### src/rtl/sipo_pkg.sv
// rtl/sipo_pkg.sv - shared types, defaults and sizing helper for the serial receiver
package sipo_pkg;

    // Receiver control state: waiting for a first bit, or assembling a word.
    typedef enum logic {
        IDLE  = 1'b0,
        SHIFT = 1'b1
    } state_t;

    // Matches the 4-bit parallel-in/serial-out shifter feeding this block.
    localparam int DEFAULT_WIDTH = 4;

    // Bits needed to hold a count from 0 up to and including width.
    function automatic int cnt_width(input int width);
        return $clog2(width + 1);
    endfunction

endpackage

### src/rtl/sipo_out_reg.sv
// rtl/sipo_out_reg.sv - parallel word holding register with valid/ready and overrun
module sipo_out_reg #(
    parameter int WIDTH = 4
) (
    input  logic             clk,
    input  logic             rst,
    input  logic             load,
    input  logic [WIDTH-1:0] data,
    input  logic             q_ready,
    output logic [WIDTH-1:0] q,
    output logic             q_valid,
    output logic             overrun
);

    // A consumer handshake on the same cycle as a new word frees the slot,
    // so the new word only gets dropped when the old one is still pending.
    logic slot_free;
    assign slot_free = !q_valid || q_ready;

    // Hold, replace or drop words; overrun is sticky until reset.
    always_ff @(posedge clk or posedge rst) begin
        if (rst) begin
            q       <= '0;
            q_valid <= 1'b0;
            overrun <= 1'b0;
        end else if (load) begin
            if (slot_free) begin
                q       <= data;
                q_valid <= 1'b1;
            end else begin
                overrun <= 1'b1;
            end
        end else if (q_valid && q_ready) begin
            q_valid <= 1'b0;
        end
    end

endmodule

### src/rtl/sipo_rx.sv
// rtl/sipo_rx.sv - serial-to-parallel receiver, MSB first, with framing/overrun flags
module sipo_rx
    import sipo_pkg::*;
#(
    parameter int WIDTH    = DEFAULT_WIDTH,
    parameter bit FREE_RUN = 1'b0
) (
    input  logic             clk,
    input  logic             rst,
    input  logic             sin,
    input  logic             sin_en,
    input  logic             sync,
    output logic [WIDTH-1:0] q,
    output logic             q_valid,
    input  logic             q_ready,
    output logic             overrun,
    output logic             frame_err,
    output logic             busy
);

    localparam int CW = cnt_width(WIDTH);
    // Only the bits ahead of the final one need storing; the last bit is
    // concatenated straight into the completed word.
    localparam int SW = WIDTH - 1;
    localparam logic [CW-1:0] LAST = CW'(WIDTH - 1);

    state_t          state;
    state_t          state_next;
    logic [SW-1:0]   sr;
    logic [CW-1:0]   cnt;
    logic [WIDTH-1:0] shifted;
    logic [WIDTH-1:0] word;
    logic            word_done;
    logic            seen_word;
    logic            load_first;
    logic            restart;
    logic            shift_bit;
    logic            complete;

    assign shifted  = {sr, sin};
    assign complete = shift_bit && (cnt == LAST);

    // State register.
    always_ff @(posedge clk or posedge rst) begin
        if (rst) begin
            state <= IDLE;
        end else begin
            state <= state_next;
        end
    end

    // Next state and per-bit actions; sin and sync only matter under sin_en.
    always_comb begin
        state_next = state;
        load_first = 1'b0;
        restart    = 1'b0;
        shift_bit  = 1'b0;
        case (state)
            IDLE: begin
                if (sin_en && (sync || (FREE_RUN && seen_word))) begin
                    load_first = 1'b1;
                    state_next = SHIFT;
                end
            end
            SHIFT: begin
                if (sin_en) begin
                    if (sync) begin
                        restart = 1'b1;
                    end else begin
                        shift_bit = 1'b1;
                        if (cnt == LAST) begin
                            state_next = FREE_RUN ? SHIFT : IDLE;
                        end
                    end
                end
            end
            default: state_next = IDLE;
        endcase
    end

    // Output decode.
    always_comb begin
        busy = (state == SHIFT);
    end

    // Shift register, bit count, completion pipeline stage and framing flag.
    always_ff @(posedge clk or posedge rst) begin
        if (rst) begin
            sr        <= '0;
            cnt       <= '0;
            word      <= '0;
            word_done <= 1'b0;
            seen_word <= 1'b0;
            frame_err <= 1'b0;
        end else begin
            word_done <= complete;
            if (load_first || restart) begin
                // A fresh first bit starts from a clean register so no bits of
                // an abandoned word can leak into the next one.
                sr  <= SW'(sin);
                cnt <= CW'(1);
            end else if (shift_bit) begin
                if (complete) begin
                    word      <= shifted;
                    seen_word <= 1'b1;
                    sr        <= '0;
                    cnt       <= '0;
                end else begin
                    sr  <= shifted[SW-1:0];
                    cnt <= cnt + CW'(1);
                end
            end
            if (restart) begin
                frame_err <= 1'b1;
            end
        end
    end

    sipo_out_reg #(
        .WIDTH (WIDTH)
    ) u_out_reg (
        .clk     (clk),
        .rst     (rst),
        .load    (word_done),
        .data    (word),
        .q_ready (q_ready),
        .q       (q),
        .q_valid (q_valid),
        .overrun (overrun)
    );

endmodule

### config.mk
export PLATFORM = sky130hd
export DESIGN_NAME = sipo_rx
export DESIGN_NICKNAME = d
export VERILOG_FILES = /design/src/rtl/sipo_pkg.sv /design/src/rtl/sipo_out_reg.sv /design/src/rtl/sipo_rx.sv
export SDC_FILE = /design/constraint.sdc
export NUM_CORES = 1
export LEC_CHECK = 0
export BUFFER_PORTS_ARGS = -buffer_cell sky130_fd_sc_hd__clkbuf_2
export CELL_PAD_IN_SITES_DETAIL_PLACEMENT = 1
export CELL_PAD_IN_SITES_GLOBAL_PLACEMENT = 1
export CORE_UTILIZATION = 38
export DETAILED_ROUTE_END_ITERATION = 16
export PLACE_DENSITY = 0.68
export SETUP_SLACK_MARGIN = 0.3
export SLEW_MARGIN = 40
export SYNTH_ARGS = -nofsm -noshare
export SYNTH_HDL_FRONTEND = slang
export SYNTH_HIERARCHICAL = 1
export SYNTH_SLANG_ARGS = --single-unit
### constraint.sdc
create_clock -name clk -period 3.04 [get_ports clk]
set_clock_uncertainty 0.1 [all_clocks]
set_input_delay 0 -clock clk [delete_from_list [all_inputs] [get_ports clk]]
set_output_delay 0 -clock clk [all_outputs]
set_load 0.02 [all_outputs]
After elaboration in Yosys (flattened, before gate mapping):

Cells that the tools add are included.

* add/subtract/negate cells: 1
* equality and inequality tests: 2
* mux-type cells: 21
* bitwise logic cells: 3
* reductions and logical operators: 12

Operator list (number)
* two-way mux 3 bit: 6
* two-way mux 1 bit: 14
* AND reduction 2 bit: 3
* nonzero test 2 bit: 2
* adder 3 x 1 -> 3 bit, second input constant: 1
* == test 3 x 2 -> 1 bit, second input constant: 1
* logical AND 1 bit: 3
* inverter 1 bit: 3
* AND reduction 3 bit: 1
* logical OR 1 bit: 2
* inequality test 2 x 1 -> 1 bit, second input constant: 1
* case mux 1 bit (2 select lines): 1
* zero test 1 bit: 1

* register bits: 19
* input bits: 6
* output and inout port bits: 8
* logic and storage cells: 48

Longest topological paths before layout:

* word-level depth: 7
* gate-level depth with buffers: 4

Hierarchy:

The synthesis kept the hierarchy.

Modules (own cells, without submodules)
* sipo_rx: times used 1, cells an instance 38, area an instance 520.5 um2, seq. area each 325.3 um2
* sipo_out_reg: times used 1, cells an instance 16, area an instance 254.0 um2, seq. area each 150.1 um2

Worst setup path before layout:

OpenSTA, ideal clock, no wires.

* path kind: register -> register
* from: reg cnt[0]
* to: reg word[0]
* setup time: 0.125 ns
* data arrival time: 1.338 ns
* required time: 2.815 ns
* slack: 1.477 ns
* cell stages (with the launch flop): 5
* period minus slack after synthesis: 1.563 ns
* cells stage by stage: dfrtp_1 -> ha_1 -> nor2b_1 -> nor3b_4 -> mux2_2

* word-level cells in the longest chain between the ends: 3

RTL lines
* from (decl): line sipo_rx.sv:30 `logic [CW-1:0] cnt;`
* from (signal assigned): line sipo_rx.sv:110 `cnt <= cnt + CW'(1);`
* == test 3 x 2 -> 1 bit: line sipo_rx.sv:41 `assign complete = shift_bit && (cnt == LAST);`
* logical AND 1 bit: line sipo_rx.sv:41
* via complete: line sipo_rx.sv:38 `logic complete;`
* AND reduction 3 bit (no line)
* to (signal assigned): line sipo_rx.sv:104 `word <= shifted;`
* to (decl): line sipo_rx.sv:32 `logic [WIDTH-1:0] word;`

The timed path passes the listed nets, and every way through them passes these cells.
A chain may end at the register's enable or synchronous reset.

Final worst setup path:

* from: reg cnt[0]
* to: reg word_done

* word-level cells in the longest chain between the ends: 2

RTL lines
* == test 3 x 2 -> 1 bit: line sipo_rx.sv:41
* logical AND 1 bit: line sipo_rx.sv:41
* via complete: line sipo_rx.sv:38
* to (signal assigned): line sipo_rx.sv:96 `word_done <= complete;`
* to (decl): line sipo_rx.sv:33 `logic word_done;`

The timed path passes the listed nets, and every way through them passes these cells.

==> impl_metrics.toml <==
[worst_setup_path]
worstPathMaxFanout = 8
path_class = "register to register"
timing.rr.end = "word_done"
worstPathCellList = "ha_1 > nor2b_1 > nor3b_4 > dlygate4sd3_1"
arrival_ps = 2050
required_ps = 3160
r2r_start = "cnt[0]"
reg2reg_setup_slack_ps = 1110
rr_worst_depth = 4
critPathMaxStageDelay_ps = 630
crit_path_top_delay_cell = "dlygate4sd3_1"
end_kind = "register"
start_kind = "register"

[clock_tree]
cts_buffer_depth = 2
clk_latency_ps = 280
clkSinkCount = 19
clk_pin_slew_ps = 100
cts_setup_buffers = 0
cts_root_buffer = "clkbuf_4"
cts_tree = "done"
cts_buffers = 3
h-tree-depth = 1

[final_layout]
antenna_cells = 0
final_cell_mix = "dfrtp_1, clkbuf_2, dlygate4sd3_1"
final_nets = 84
syn_to_final_growth_pct = 23.1
num-fill-cells = 204
layoutNonFillerInstCount = 101
final_common_cell = "dfrtp_1"
drive_gt1_share_pct = 38.2

[power]
combinationalPowerShare_pct = 29.3
internal_power_uw = 477
powerDensity_nw_per_um2 = 725
p_switching_uw = 215
p_leak_nw = 0.492
p_sw_share_pct = 31.1
pwr-share-clk_pct = 17.2
peakVddDrop_uv = 320
seq_power_share_pct = 53.5

[routing]
num_vias = 481
final_antenna_net_count = 0
wl_um = 1280
drt_first_pass_iters = 4
viasPerCell = 4.76
drc_errors = 0
wire_per_inst_um = 12.7
drtIter0Drc = 2

[placed_design]
port_buffers = 13
pre_cts_slack_ps = 1320
hpwl_um = 916
place_inst = 91
place_congestion = 0.710

[global_route]
antenna_found_initial = 0
grt_max_degree = 14
grt_pass1_wl_um = 2070
track_usage_pct = 14.2
gr-total-overflow = 0
grt_pass1_vias = 472

[synthesis]
synth_cell_types = 23
ys_warn_count = 6
avgSynthCellArea_um2 = 14.3
syn_inst = 54
synth-seq-cells = 19
synth_seq_area_share_pct = 61.4
syn_nets = 61
yosys.area.top_type = "dfrtp_1"
synth_top_cell_area_share_pct = 61.4
synth_area_leaders = "dfrtp_1, mux2_4, mux2_2, a22o_1, nor3b_4"
syn-cell-area_um2 = 774

[timing]
relSlewSlack_pct = 58.7
grt_setup_unrepaired = "no"
layout_min_cycle_time_ps = 1930
fin_crit_sh_pct = 63.4
fmax_mhz = 519
finalHoldViolCount = 0
whs_ps = 63.1
worstMarginPinSlew_ps = 614
drv_slew = 0
worst_slack_ps = 1110
fin_tns_setup_ps = 0
setup_viol_count_final = 0

[floorplanning]
core-area_um2 = 1820
rows = 15
initial_core_util_pct = 42.5
io_pins = 14
die_h_um = 47.1
die_w_um = 47.1
die-area_um2 = 2220

[outcome]
outcome = "finished, final reports clean"

[worst_hold_path]
hp-class = "input port to asynchronous set/reset pin"

[job]
maxCapViolCount = 0
how the worst max path moves through the flow:
stage / start / to / slack [ps] / cells past startpoint
2_1_floorplan: cnt[0] / word[0] / 1480 / 4
3_3_place_gp: cnt[0] / word[2] / 1410 / 4
3_5_place_dp: cnt[0] / word[0] / 1320 / 4
4_1_cts: cnt[0] / word_done / 1110 / 4
5_1_grt: cnt[0] / word_done / 990 / 4
6_report: cnt[0] / word_done / 1110 / 4
sequential cells by signal, indices dropped and copies added, names as in the netlist:
| register | count |
|---|---|
| u_out_reg/q | 4 |
| word | 4 |
| cnt | 3 |
| sr | 3 |
| busy | 1 |
| frame_err | 1 |
| u_out_reg/overrun | 1 |
| u_out_reg/q_valid | 1 |
| word_done | 1 |
worst max-delay path, delay by kind of cell (launching register included):
| family | cells | cell delay (ps) |
|---|---|---|
| fa+ha+maj | 1 | 170 |
| buf+inv | 1 | 630 |
| flops | 1 | 380 |
| simple gates | 2 | 590 |
synth_stat cells, drive strengths merged:
cell and count:
dfrtp 19, mux2 8, inv 4, nand2 4, a22o 3, o31ai 2, a21boi 1, a21o 1
a21oi 1, a22oi 1, a31o 1, clkbuf 1, ha 1, nand2b 1, nor2 1, nor2b 1
nor3 1, nor3b 1, o21ai 1, o21bai 1
kinds of logic (layout without fill, tap and decap cells):
group / Yosys count / in the layout / share of synthesized area [%]
flops: 19 / 19 / 61.4
compound gates: 12 / 12 / 11.6
simple gates: 9 / 9 / 9.37
mux: 8 / 8 / 13.6
buf+inv: 5 / 27 / 2.42
fa+ha+maj: 1 / 1 / 1.62
per-layer routing:
layer	part of all wire, %	global-route usage (%)	vias to the layer above
li1	-	-	234
met1	49	19.0	237
met2	48	20.0	8
met3	2.3	4.62	2
met4	0.78	8.57	0
met5	0	0	-
power by group through the flow:
| stage | Combinational [mW] | Clock [mW] | Sequential (mW) |
|---|---|---|---|
| after floorplan | 0.115 | 0 | 0.396 |
| after global placement | 0.192 | 0 | 0.372 |
| after detailed placement | 0.198 | 0 | 0.376 |
| after CTS | 0.205 | 0.131 | 0.370 |
| after global routing | 0.224 | 0.140 | 0.377 |
| final | 0.202 | 0.119 | 0.370 |
per-stage QoR:
step                power, mW  instance area, um2  util [%]
floorplan               0.511                 774         -
global placement        0.564                 867      47.6
detailed placement      0.573                 867      47.6
CTS                     0.707                 953      52.4
global route            0.741                 953      52.4
finish                  0.692                 953      52.4
area by class of cell:
cell class	count	area (um2)	area share, %
Timing Repair Buffer	19	125	13.1
Multi-Input combinational cell	30	280	29.4
Clock buffer	4	26.3	2.76
Inverter	4	15.0	1.57
Sequential cell	19	475	49.9
Tap cell	25	31.3	3.28
timing repair:
item | in CTS | in global routing
hold buffers | 6 | 0
resized for setup | 0 | 0
hold endpoints to repair | 28 | 0
Power figures use the tool's default switching activity.
